--- config.mk ---
export PLATFORM = sky130hd
export DESIGN_NAME = serializer_arbiter
export DESIGN_NICKNAME = d
export VERILOG_FILES = /design/src/rtl/serializer_arbiter.sv
export SDC_FILE = /design/constraint.sdc
export NUM_CORES = 1
export LEC_CHECK = 0
export ABC_CLOCK_PERIOD_IN_PS = 4000
export CORE_MARGIN = 4
export CORE_UTILIZATION = 45
export DETAILED_ROUTE_END_ITERATION = 16
export PLACE_DENSITY = 0.84
export SLEW_MARGIN = 30
export SYNTH_ARGS = -nofsm -noshare
export SYNTH_HDL_FRONTEND = slang
export SYNTH_SLANG_ARGS = --single-unit
--- constraint.sdc ---
create_clock -name clk -period 4 [get_ports clk]
set_input_delay 0.8 -clock clk [delete_from_list [all_inputs] [get_ports clk]]
set_output_delay 0.8 -clock clk [all_outputs]
set_load 0.01 [all_outputs]
--- src/rtl/serializer_arbiter.sv ---
// serializer_arbiter: 4-way round-robin arbiter feeding an LSB-first
// byte serializer. States IDLE -> SHIFT -> GAP -> IDLE; when GAP=0 the
// last SHIFT bit-time can accept the next frame so frames run back-to-back.
// Optional feature: define SERIALIZER_PARITY_EN to append an even-parity
// bit-time (9-bit frames).
module serializer_arbiter #(
  parameter int GAP = 1
) (
  input  logic        clk,
  input  logic        rst_n,
  input  logic        en,
  input  logic [3:0]  req_valid,
  input  logic [31:0] req_data,
  output logic [3:0]  req_ready,
  output logic        serial_out,
  output logic        ser_valid,
  output logic        ser_last,
  output logic [1:0]  ser_src,
  output logic        busy
);

`ifdef SERIALIZER_PARITY_EN
  localparam logic [3:0] LAST_BIT = 4'd8;
`else
  localparam logic [3:0] LAST_BIT = 4'd7;
`endif
  localparam logic [3:0] GAP_LAST = (GAP > 0) ? 4'(GAP - 1) : 4'd0;

  typedef enum logic [1:0] {S_IDLE, S_SHIFT, S_GAP} state_t;

  state_t      state, state_nxt;
  logic [1:0]  ptr;
  logic [3:0]  bit_cnt;
  logic [3:0]  gap_cnt;
  logic [7:0]  shreg;
  logic [1:0]  src;
  logic [3:0]  grant;
  logic [1:0]  win;
  logic [1:0]  idx;
  logic        found;
  logic        free;
  logic        accept;

  // Arbiter may take a new byte in IDLE, or on the final bit-time when no gap follows.
  assign free   = (state == S_IDLE) ||
                  ((GAP == 0) && (state == S_SHIFT) && (bit_cnt == LAST_BIT));
  assign accept = |req_ready;

  // Round-robin search: first valid requester at or after the pointer.
  always_comb begin
    grant = '0;
    win   = ptr;
    idx   = ptr;
    found = 1'b0;
    for (int k = 0; k < 4; k++) begin
      idx = ptr + 2'(k);
      if (!found && req_valid[idx]) begin
        found      = 1'b1;
        win        = idx;
        grant[idx] = 1'b1;
      end
    end
  end

  // Strobe is gated by reset and enable so nothing is accepted while frozen.
  assign req_ready = (rst_n && en && free) ? grant : 4'b0000;

  // State register.
  always_ff @(posedge clk or negedge rst_n) begin
    if (!rst_n) state <= S_IDLE;
    else        state <= state_nxt;
  end

  // Next-state logic; a low enable holds the current state.
  always_comb begin
    state_nxt = state;
    if (en) begin
      case (state)
        S_IDLE:  if (accept) state_nxt = S_SHIFT;
        S_SHIFT: begin
          if (bit_cnt == LAST_BIT) begin
            if (GAP == 0) state_nxt = accept ? S_SHIFT : S_IDLE;
            else          state_nxt = S_GAP;
          end
        end
        S_GAP:   if (gap_cnt == GAP_LAST) state_nxt = S_IDLE;
        default: state_nxt = S_IDLE;
      endcase
    end
  end

  // Datapath: byte capture, winner/pointer update, bit and gap counters.
  always_ff @(posedge clk or negedge rst_n) begin
    if (!rst_n) begin
      ptr     <= 2'd0;
      bit_cnt <= 4'd0;
      gap_cnt <= 4'd0;
      shreg   <= 8'd0;
      src     <= 2'd0;
    end else if (en) begin
      if (accept) begin
        shreg   <= req_data[{win, 3'b000} +: 8];
        src     <= win;
        ptr     <= win + 2'd1;
        bit_cnt <= 4'd0;
      end else if (state == S_SHIFT) begin
        if (bit_cnt == LAST_BIT) begin
          bit_cnt <= 4'd0;
          gap_cnt <= 4'd0;
        end else begin
          bit_cnt <= bit_cnt + 4'd1;
        end
      end else if (state == S_GAP) begin
        gap_cnt <= gap_cnt + 4'd1;
      end
    end
  end

  // Outputs decode straight from state, so a frozen state freezes the outputs.
  always_comb begin
    serial_out = 1'b0;
    ser_valid  = 1'b0;
    ser_last   = 1'b0;
    ser_src    = src;
    busy       = (state != S_IDLE);
    if (state == S_SHIFT) begin
      ser_valid = 1'b1;
      ser_last  = (bit_cnt == LAST_BIT);
`ifdef SERIALIZER_PARITY_EN
      serial_out = bit_cnt[3] ? ^shreg : shreg[bit_cnt[2:0]];
`else
      serial_out = shreg[bit_cnt[2:0]];
`endif
    end
  end

endmodule
; Word level (Yosys, flattened, before mapping)
; Cells that the tools add are included.
[word_totals]
ff_bits = 22
input_bits = 39
word_cells = 96
[op_classes]
reduce_logical = 22
n_mux = 42
shifts = 1
bitwise_logic = 4
n_lt_le_gt_ge = 9
add_sub_neg = 6
eq_ne = 6
[ops]
columns = operator, count
row1 = 4-bit two-way mux, 11
row2 = 32-bit by 6-bit variable part select with 8-bit output, 1
row3 = 1-bit two-way mux, 15
row4 = 2-bit by 3-bit less-than comparator with 1-bit output (second input constant), 4
row5 = 2-bit two-way mux, 6
row6 = 4-bit bitwise OR, 3
row7 = 1-bit logical AND, 9
row8 = 4-bit by 1-bit adder with 4-bit output (second input constant), 2
row9 = 1-bit binary-select mux with 2-bit select, 4
row10 = 1-bit demux with 2-bit select, 4
row11 = 2-bit by 1-bit >= comparator with 1-bit output (second input constant), 4
row12 = 4-bit AND reduction, 2
row13 = 2-bit one-hot mux with 3 select lines, 1
row14 = 2-bit nonzero test, 3
row15 = 2-bit by 1-bit adder with 2-bit output (second input constant), 2
row16 = 2-bit adder (second input constant), 2
row17 = 4-bit by 3-bit == test with 1-bit output (second input constant), 1
row18 = 4-bit logical NOT, 1
row19 = 3-bit by 4-bit less-than comparator with 1-bit output (second input constant), 1
row20 = 2-bit by 1-bit != test with 1-bit output (second input constant), 2
row21 = 2-bit AND reduction, 2
row22 = 4-bit OR reduction, 1
row23 = 1-bit binary-select mux with 3-bit select, 1
row24 = 1-bit logical NOT, 3
row25 = 5 further kinds, 5

; Depth between registers and ports, before layout
; Gate-level depths: netlist (run 1).
[depth]
ltp_word = 16
mapped_depth = 12

; Worst setup path before layout (run 1)
; No wires, ideal clock.
[synth_path]
kind = flip-flop to output port
start = reg ptr[0]
end = out req_ready[1]
slack_ns = 1.087
arrival_time_ns = 2.113
stages_incl_launch_ff = 10
path_buffers = 2
required_ns = 3.200
path_cell_list = dfrtp_1 -> buf_6 -> inv_1 -> ha_1 -> mux4_2 -> buf_6 -> inv_1 -> and3_1 -> o22ai_1 -> a21oi_1
[synth_between]
elab_chain_len = 13
[synth_lines]
columns = item, line
row1 = start: declaration, 32  ; logic [1:0] ptr;
row2 = start signal: assignment, 104  ; ptr <= win + 2'd1;
row3 = branches (longest 11 deep; another with 2-bit by 3-bit less-than comparator with 1-bit output), n/a
row4 = 4-bit two-way mux (*), 57  ; if (!found && req_valid[idx]) begin
row5 = 4-bit two-way mux (*), 66  ; assign req_ready = (rst_n && en && free) ? grant : 4'b0000;
row6 = end: declaration, 14  ; output logic [3:0] req_ready,
; Every way passes the cells marked *. The select of a mux whose other input is x is not followed.

; Worst setup path after layout (run 1)
[layout_path]
start = in req_valid[1]
end = out req_ready[1]
[layout_between]
elab_chain_len = 13
[layout_lines]
columns = item, line
row1 = start: declaration, 12  ; input logic [3:0] req_valid,
row2 = 1-bit binary-select mux with 2-bit select, 57
row3 = 1-bit two-way mux (implied by the code), 57
row4 = 1-bit two-way mux, 57
row5 = 1-bit logical NOT, 57
row6 = 1-bit logical AND, 57
row7 = 1-bit two-way mux, 57
row8 = 1-bit logical NOT, 57
row9 = 1-bit logical AND, 57
row10 = 1-bit two-way mux, 57
row11 = 1-bit logical NOT, 57
row12 = 1-bit logical AND, 57
row13 = 4-bit two-way mux (*), 57
row14 = 4-bit two-way mux (*), 66
; Every way passes the cells marked *; elsewhere a longest branch is shown, timed or not. The select of a mux whose other input is x is not followed.

==> impl_metrics.py, run 1 <==
metrics = {
    "pwr": {
        "p_leak_uw": 0.00112,
        "powerDensity_nw_per_um2": 804,
        "ir_drop_v": 0.000396,
    },
    "timing": {
        "clock_skew_ns": 0.00482,
        "fin_crit_sh": 0.963,
        "finalHoldViolCount": 0,
        "setup-tns-final_ns": 0,
        "finalCriticalPeriod_ns": 3.85,
        "rsz0062_at_grt": "false",
        "finalSetupViolCount": 0,
        "finalWorstSetupSlack_ns": 0.147,
        "relSlewSlack": 0.495,
        "whs_ns": 0.495,
        "maxSlewViolCount": 0,
        "worst_slew_pin_slew_ns": 0.758,
        "fmax_mhz": 260,
    },
    "die": {
        "core-area_um2": 4090,
        "die_area_um2": 5420,
        "die-height_um": 73.6,
        "die_w_um": 73.6,
        "rows": 23,
        "ios": 49,
        "floorplan.initialDensity": 0.474,
    },
    "global_route": {
        "grt_start_max_net_pins": 23,
        "grt_pass1_wl_mm": 6.76,
        "track_usage": 0.155,
        "grt_pass1_vias": 1599,
        "antenna_found_initial": 0,
        "grt_overflow": 0,
    },
    "setup_path": {
        "path_max_fanout": 5,
        "cpMostUsedCell": "clkdlybuf4s50_1",
        "crit_slowest_cell": "clkdlybuf4s50_1",
        "start_kind": "input port",
        "regToRegEndpoint": "gap_cnt[0]$_DFFE_PN0P_",
        "slowest_delay_ns": 0.56,
        "critPathKind": "in -> out",
        "rrSetupSlack_ns": 0.78,
        "crit_arrival_ns": 3.05,
        "crit_chain": "clkdlybuf4s50_1 > mux4_2 > nand2b_4 > nor3_4 > nand2_1 > a21oi_1 > clkdlybuf4s50_1",
        "reg2reg_from": "ptr[1]$_DFFE_PN0P_",
        "r2r_cells": 10,
        "required_ns": 3.20,
        "endpoint_kind": "output pin",
    },
    "placed_design": {
        "gp_congestion": 0.881,
        "dpl.hpwl_mm": 3.07,
        "preCtsSetupSlack_ns": 0.124,
        "io_buffers": 48,
    },
    "final_layout": {
        "layout-drive-gt1-share": 0.163,
        "diodes": 0,
        "syn_to_final_growth_pct": 31.3,
        "fin_nets": 294,
        "postLayoutCoreUtil": 0.622,
    },
    "logic_synthesis": {
        "synth_edf_count": 0,
        "ys_types": 44,
        "synth_nets": 237,
        "synth_seq_cells": 22,
        "ys_seq_area_frac": 0.284,
        "async_reset_ff_frac": 1.00,
        "ys.flop_type": "dfrtp_1",
        "yosys_warnings": 0,
        "avgSynthCellArea_um2": 10.5,
        "synth_area_um2": 1940,
        "netlist_instances": 184,
    },
    "clock_network": {
        "clockRootBuffer": "clkbuf_8",
        "tritoncts": "built",
        "path_clk_slew_ns": 0.07,
        "cts_num_sinks": 22,
        "ctsLongestPathBuffers": 2,
        "htree_num_levels": 1,
        "holdBufCountCts": 0,
        "clk_latency_ns": 0.25,
        "numCtsBuffers": 3,
    },
    "min_path": {
        "min_delay_path_depth": 2,
        "holdPathEnd": "ser_src[1]$_DFFE_PN0P_",
        "min_path_type": "reg -> reg",
        "worstHoldStart": "ser_src[1]$_DFFE_PN0P_",
    },
    "routing": {
        "wl_met3_um": 202,
        "vias_per_cell": 5.41,
        "dr.max_layer_used": "met4",
        "wl_met1_mm": 1.69,
        "num_vias": 1564,
        "firstDrtPassIters": 5,
        "drc": 0,
        "drtIter0Drc": 92,
        "routed_wl_mm": 3.90,
        "postRouteAntennaNets": 0,
        "avgRoutedWirePerCell_um": 13.5,
        "routed-wl-met2_mm": 1.99,
    },
    "flow_run": {
        "max_cap_violations": 0,
    },
    "run_status": {
        "status": "completed",
    },
}
## metal layers
layer,vias to the layer above,GRT usage
li1,778,-
met1,744,0.199
met2,40,0.269
met3,2,0.0260
met4,0,0.0443
met5,-,0
## synthesized netlist by cell type, types with 2 or more instances
| cell type | number | area (um2) |
|---|---|---|
| mux2_2 | 8 | 90.1 |
| ha_1 | 14 | 175 |
| mux2_1 | 2 | 22.5 |
| nor3b_1 | 2 | 15.0 |
| mux2_4 | 2 | 30.0 |
| nand2_1 | 20 | 75.1 |
| o22ai_1 | 2 | 12.5 |
| nor2_1 | 8 | 30.0 |
| mux2i_1 | 28 | 280 |
| or4_1 | 2 | 15.0 |
| inv_1 | 12 | 45.0 |
| buf_6 | 4 | 45.0 |
| a21oi_1 | 9 | 45.0 |
| dfrtp_1 | 22 | 551 |
| and3_1 | 2 | 12.5 |
| o21ai_0 | 8 | 40.0 |
| nand3_1 | 7 | 35.0 |
| xor2_1 | 2 | 17.5 |
| mux4_2 | 5 | 113 |
## metrics by stage
| stage | area (um2) | total power, uW | cells |
|---|---|---|---|
| floorplan | 1940 | 1580 | 184 |
| global placement | 2480 | 1870 | 283 |
| detailed placement | 2480 | 1900 | 283 |
| CTS | 2520 | 2040 | 286 |
| global route | 2540 | 2230 | 289 |
| finish | 2540 | 2040 | 289 |
## repair_timing
| item | in CTS | in global routing |
|---|---|---|
| buffers inserted | 0 | 3 |
| hold endpoints to repair | 0 | 0 |
| endpoints found under the setup margin | 0 | 2 |
| gates resized for setup | 0 | 0 |
## worst max-delay path by stage
stage	start	to	slack, ns	cells after the start
after floorplan	ptr[0]$_DFFE_PN0P_	req_ready[1]	1.09	9
after global placement	req_valid[1]	req_ready[1]	0.15	7
after detailed placement	req_valid[2]	req_ready[2]	0.12	7
after CTS	req_valid[2]	req_ready[2]	0.12	7
after global routing	req_valid[2]	req_ready[3]	0.0004	7
final	req_valid[1]	req_ready[1]	0.15	7
## power breakdown
part | total (uW) | internal (uW) | switching (uW)
registers | 412 | 326 | 86.9
clock network | 132 | 67.0 | 64.6
logic | 1500 | 756 | 744
total | 2040 | 1150 | 896
## state kept, by name, summed over array words and instances (netlist names)
| name | flops |
|---|---|
| bit_cnt | 4 |
| state | 2 |
| ptr | 2 |
| gap_cnt | 4 |
| shreg | 8 |
| ser_src | 2 |
## critical path, delay by kind of cell
kind                   cells  cell delay, ns
AOI/OAI and AO/OA          1            0.14
buffers and inverters      2            1.04
muxes                      1            0.53
and+or+nand+nor            3            0.54
## cell families (layout without fill, tap and decap cells)
group           after synthesis  count (layout)  synth area share
buf+inv                      18              73            0.0510
flops                        22              22             0.284
simple gates                 48              48             0.129
fa+ha+maj                    14              14            0.0904
xor+xnor                      4               4            0.0278
mux                          46              46             0.290
compound gates               32              32             0.127
## cells in the final DEF, fill, tap and decap left out, types with 3 or more instances in the layout
cell and count:
clkbuf_8 3, clkdlybuf4s50_1 48, a21oi_1 9, dfrtp_1 22
o21ai_0 7, mux2i_1 28, nor2_1 8, buf_4 10
nand3_1 7, mux4_2 5, mux2_2 8, inv_1 12
nand2_1 20, ha_1 14
## cell type report
| cell class | count | area [um2] |
|---|---|---|
| inverter | 12 | 45.0 |
| tap | 50 | 62.6 |
| multi-input combinational | 144 | 1290 |
| timing repair buffer | 58 | 556 |
| sequential | 22 | 551 |
| clock buffer | 3 | 41.3 |
| fill | 346 | 1540 |
Power figures use the tool's default switching activity.
==> run 2: changes to the inputs <==
--- a/config.mk
+++ b/config.mk
@@ -5,11 +5,12 @@
 export SDC_FILE = /design/constraint.sdc
 export NUM_CORES = 1
 export LEC_CHECK = 0
+export ABC_AREA = 1
 export ABC_CLOCK_PERIOD_IN_PS = 4000
 export CORE_MARGIN = 4
 export CORE_UTILIZATION = 45
 export DETAILED_ROUTE_END_ITERATION = 16
-export PLACE_DENSITY = 0.84
+export PLACE_DENSITY = 0.82
 export SLEW_MARGIN = 30
 export SYNTH_ARGS = -nofsm -noshare
 export SYNTH_HDL_FRONTEND = slang
==> run 2 against run 1 <==
  * Non-clock buffer count is 7 lower
  * Routed wire length is 22% higher
  * Total power is 21% higher
  * Worst setup slack better by 0.19 ns
  * Combinational power is 27% higher
  * Global-route usage is 1.0 points higher
  * Register-to-register slack better by 0.16 ns
  * Critical path type is now reg -> out
  * Largest cell class unchanged
  * Highest routed layer unchanged
==> impl_metrics.py, run 2 <==
metrics = {
    "global_route": {
        "track_usage": 0.165,
        "grt_pass1_vias": 2109,
        "grt_pass1_wl_mm": 8.44,
        "antenna_found_initial": 0,
        "grt_overflow": 0,
        "grt_start_max_net_pins": 24,
    },
    "timing": {
        "finalSetupViolCount": 0,
        "finalCriticalPeriod_ns": 3.67,
        "fmax_mhz": 273,
        "clock_skew_ns": 0.000719,
        "maxSlewViolCount": 0,
        "worst_slew_pin_slew_ns": 0.678,
        "setup-tns-final_ns": 0,
        "rsz0062_at_grt": "false",
        "fin_crit_sh": 0.917,
        "finalHoldViolCount": 0,
        "relSlewSlack": 0.545,
    },
    "setup_path": {
        "start_kind": "register",
        "crit_buf_inv": 4,
        "slowest_delay_ns": 0.52,
        "r2r_cells": 13,
        "path_max_fanout": 8,
        "crit_family": "buffers and inverters",
        "cp_num_cells": 12,
        "crit_chain": "inv_1 > ha_1 > inv_1 > nand3_1 > nand2_1 > nand2_8 > nor2_2 > nand2_1 > nand3_1 > nand2_1 > inv_1 > clkdlybuf4s50_1",
        "rrSetupSlack_ns": 0.94,
        "crit_arrival_ns": 2.87,
        "crit_start": "ptr[1]$_DFFE_PN0P_",
        "regToRegEndpoint": "ptr[1]$_DFFE_PN0P_",
        "endpoint_kind": "output pin",
        "required_ns": 3.20,
        "crit_slowest_cell": "clkdlybuf4s50_1",
        "critPathKind": "reg -> out",
        "reg2reg_from": "ptr[1]$_DFFE_PN0P_",
    },
    "clock_network": {
        "holdBufCountCts": 0,
        "path_clk_slew_ns": 0.08,
        "cts_resized": 0,
        "ctsLongestPathBuffers": 2,
        "cts_num_sinks": 22,
        "post_cts_buffers": 0,
        "tritoncts": "built",
        "clk_latency_ns": 0.26,
        "htree_num_levels": 1,
        "clockRootBuffer": "clkbuf_8",
        "numCtsBuffers": 3,
    },
    "die": {
        "floorplan.initialDensity": 0.469,
        "die_area_um2": 6150,
        "die_w_um": 78.4,
        "core-area_um2": 4750,
        "ios": 49,
        "rows": 25,
        "die-height_um": 78.4,
    },
    "logic_synthesis": {
        "synth_nets": 376,
        "synth_xor_area_frac": 0.0118,
        "avgSynthCellArea_um2": 6.91,
        "synth_common_cells": "nand2_1, inv_1, nand3_1",
        "yosysTopAreaCellShare": 0.247,
        "ys_types": 33,
        "ys.flop_type": "dfrtp_1",
        "yosys.area.top_type": "dfrtp_1",
        "yosys-top-cells-area": "dfrtp_1, nand2_1, ha_1, nand3_1, inv_1",
        "yosys_warnings": 0,
        "synth_seq_cells": 22,
        "synth_compound_area_frac": 0.0471,
        "netlist_instances": 323,
        "synth_top_family_by_area": "simple AND/OR/NAND/NOR gates",
        "synth_edf_count": 0,
        "synth_adder_area_share": 0.0785,
        "synth_area_um2": 2230,
        "async_reset_ff_frac": 1.00,
        "ys_seq_area_frac": 0.247,
        "synthMuxAreaShare": 0.00449,
        "yosysMostFrequentCell": "nand2_1",
        "synthSimpleGateAreaFrac": 0.496,
    },
    "pwr": {
        "power_switching_uw": 1380,
        "pwr-share-seq": 0.161,
        "p_leak_uw": 0.00154,
        "ir_drop_v": 0.000444,
        "p_int_uw": 1090,
        "p_clk_frac": 0.065,
        "swShare": 0.560,
        "comb_power_share": 0.774,
        "powerDensity_nw_per_um2": 886,
    },
    "final_layout": {
        "multi_input_comb_area_um2": 1420,
        "final_common_cell": "nand2_1",
        "fillCellCount": 476,
        "top_register": "shreg",
        "layout-drive-gt1-share": 0.132,
        "final-seq-area_um2": 551,
        "top_regs": "shreg x8, bit_cnt x4, gap_cnt x4",
        "diodes": 0,
        "fin_nets": 424,
        "largest_register_ffs": 8,
        "syn_to_final_growth_pct": 25.0,
        "mostFrequentLayoutCells": "nand2_1, clkdlybuf4s50_1, inv_1, nand3_1, dfrtp_1",
        "fin_cells": 437,
        "postLayoutCoreUtil": 0.587,
        "fin_area_um2": 2790,
    },
    "routing": {
        "routed_wl_mm": 4.75,
        "postRouteAntennaNets": 0,
        "avgRoutedWirePerCell_um": 10.9,
        "vias_per_cell": 4.78,
        "num_vias": 2090,
        "drtIter0Drc": 99,
        "drc": 0,
        "firstDrtPassIters": 4,
    },
    "min_path": {
        "min_delay_path_depth": 2,
        "worstHoldStart": "shreg[6]$_DFFE_PN0P_",
        "holdPathEnd": "shreg[6]$_DFFE_PN0P_",
        "min_path_type": "reg -> reg",
    },
    "placed_design": {
        "gp_congestion": 0.790,
        "dp.cells": 433,
        "placed_area_um2": 2730,
        "dpl.hpwl_mm": 3.78,
        "io_buffers": 48,
    },
    "run_status": {
        "status": "completed",
    },
    "flow_run": {
        "max_cap_violations": 0,
    },
}
run 2: cell types whose count changed after synthesis, moves of 3 or more:
cell / change
mux2_2: -8
inv_2: +3
o21ai_1: +3
nand2_1: +110
nand2_8: +3
mux4_2: -5
nand2_4: +11
nand3_1: +23
a21oi_1: -6
mux2i_1: -27
nand2_2: +6
nand3_2: +8
nor2_1: +5
inv_1: +27
run 2: worst reg2reg max path, cell delays in order, from the launching register on:
cell,delay [ns]
dfrtp_1,0.50
inv_1,0.22
ha_1,0.37
inv_1,0.15
nand3_1,0.10
nand2_1,0.17
nand2_8,0.09
nor2_8,0.16
inv_2,0.07
o21ai_1,0.54
buf_4,0.28
nor2_1,0.05
o21ai_1,0.17
nand2_1,0.06
run 2: cell families after synthesis:
logic type | after synthesis
xor gates and xnor gates | 3
buffers and inverters | 52
AOI/OAI and AO/OA | 18
and+or+nand+nor | 213
adders and majority gates | 14
muxes | 1
DFF | 22
run 2: metal layers:
metal,GRT usage,wire (um)
met1,0.182,2060
met2,0.321,2400
met5,0,0
met3,0.0321,236
met4,0.0437,51
run 2: through the flow:
step	power (uW)	setup slack (ns)	hold slack (ns)
final	2470	0.333	0.477
after global routing	2750	0.0951	0.525
after CTS	2500	0.292	0.483
after detailed placement	2330	0.464	0.463
after global placement	2290	0.515	0.460
after floorplan	2060	1.36	0.444
run 2: power by group through the flow:
stage               Combinational (uW)  Clock, uW  Sequential [uW]
CTS                               1940        161              397
floorplan                         1680          0              381
detailed placement                1930          0              399
global placement                  1900          0              398
global route                      2170        172              410
finish                            1910        160              398
run 2: cell type report:
class                           instances  area share
Multi-Input combinational cell        249       0.511
Sequential cell                        22       0.197
Timing Repair Buffer                   51       0.180
Inverter                               44      0.0619
Tap cell                               67      0.0301
Clock buffer                            4      0.0197
run 2: worst max path at each step:
stage | end | slack (ns)
floorplan | req_ready[0] | 1.36
global placement | req_ready[1] | 0.51
detailed placement | req_ready[0] | 0.46
CTS | req_ready[0] | 0.29
global route | req_ready[0] | 0.1
finish | req_ready[0] | 0.33
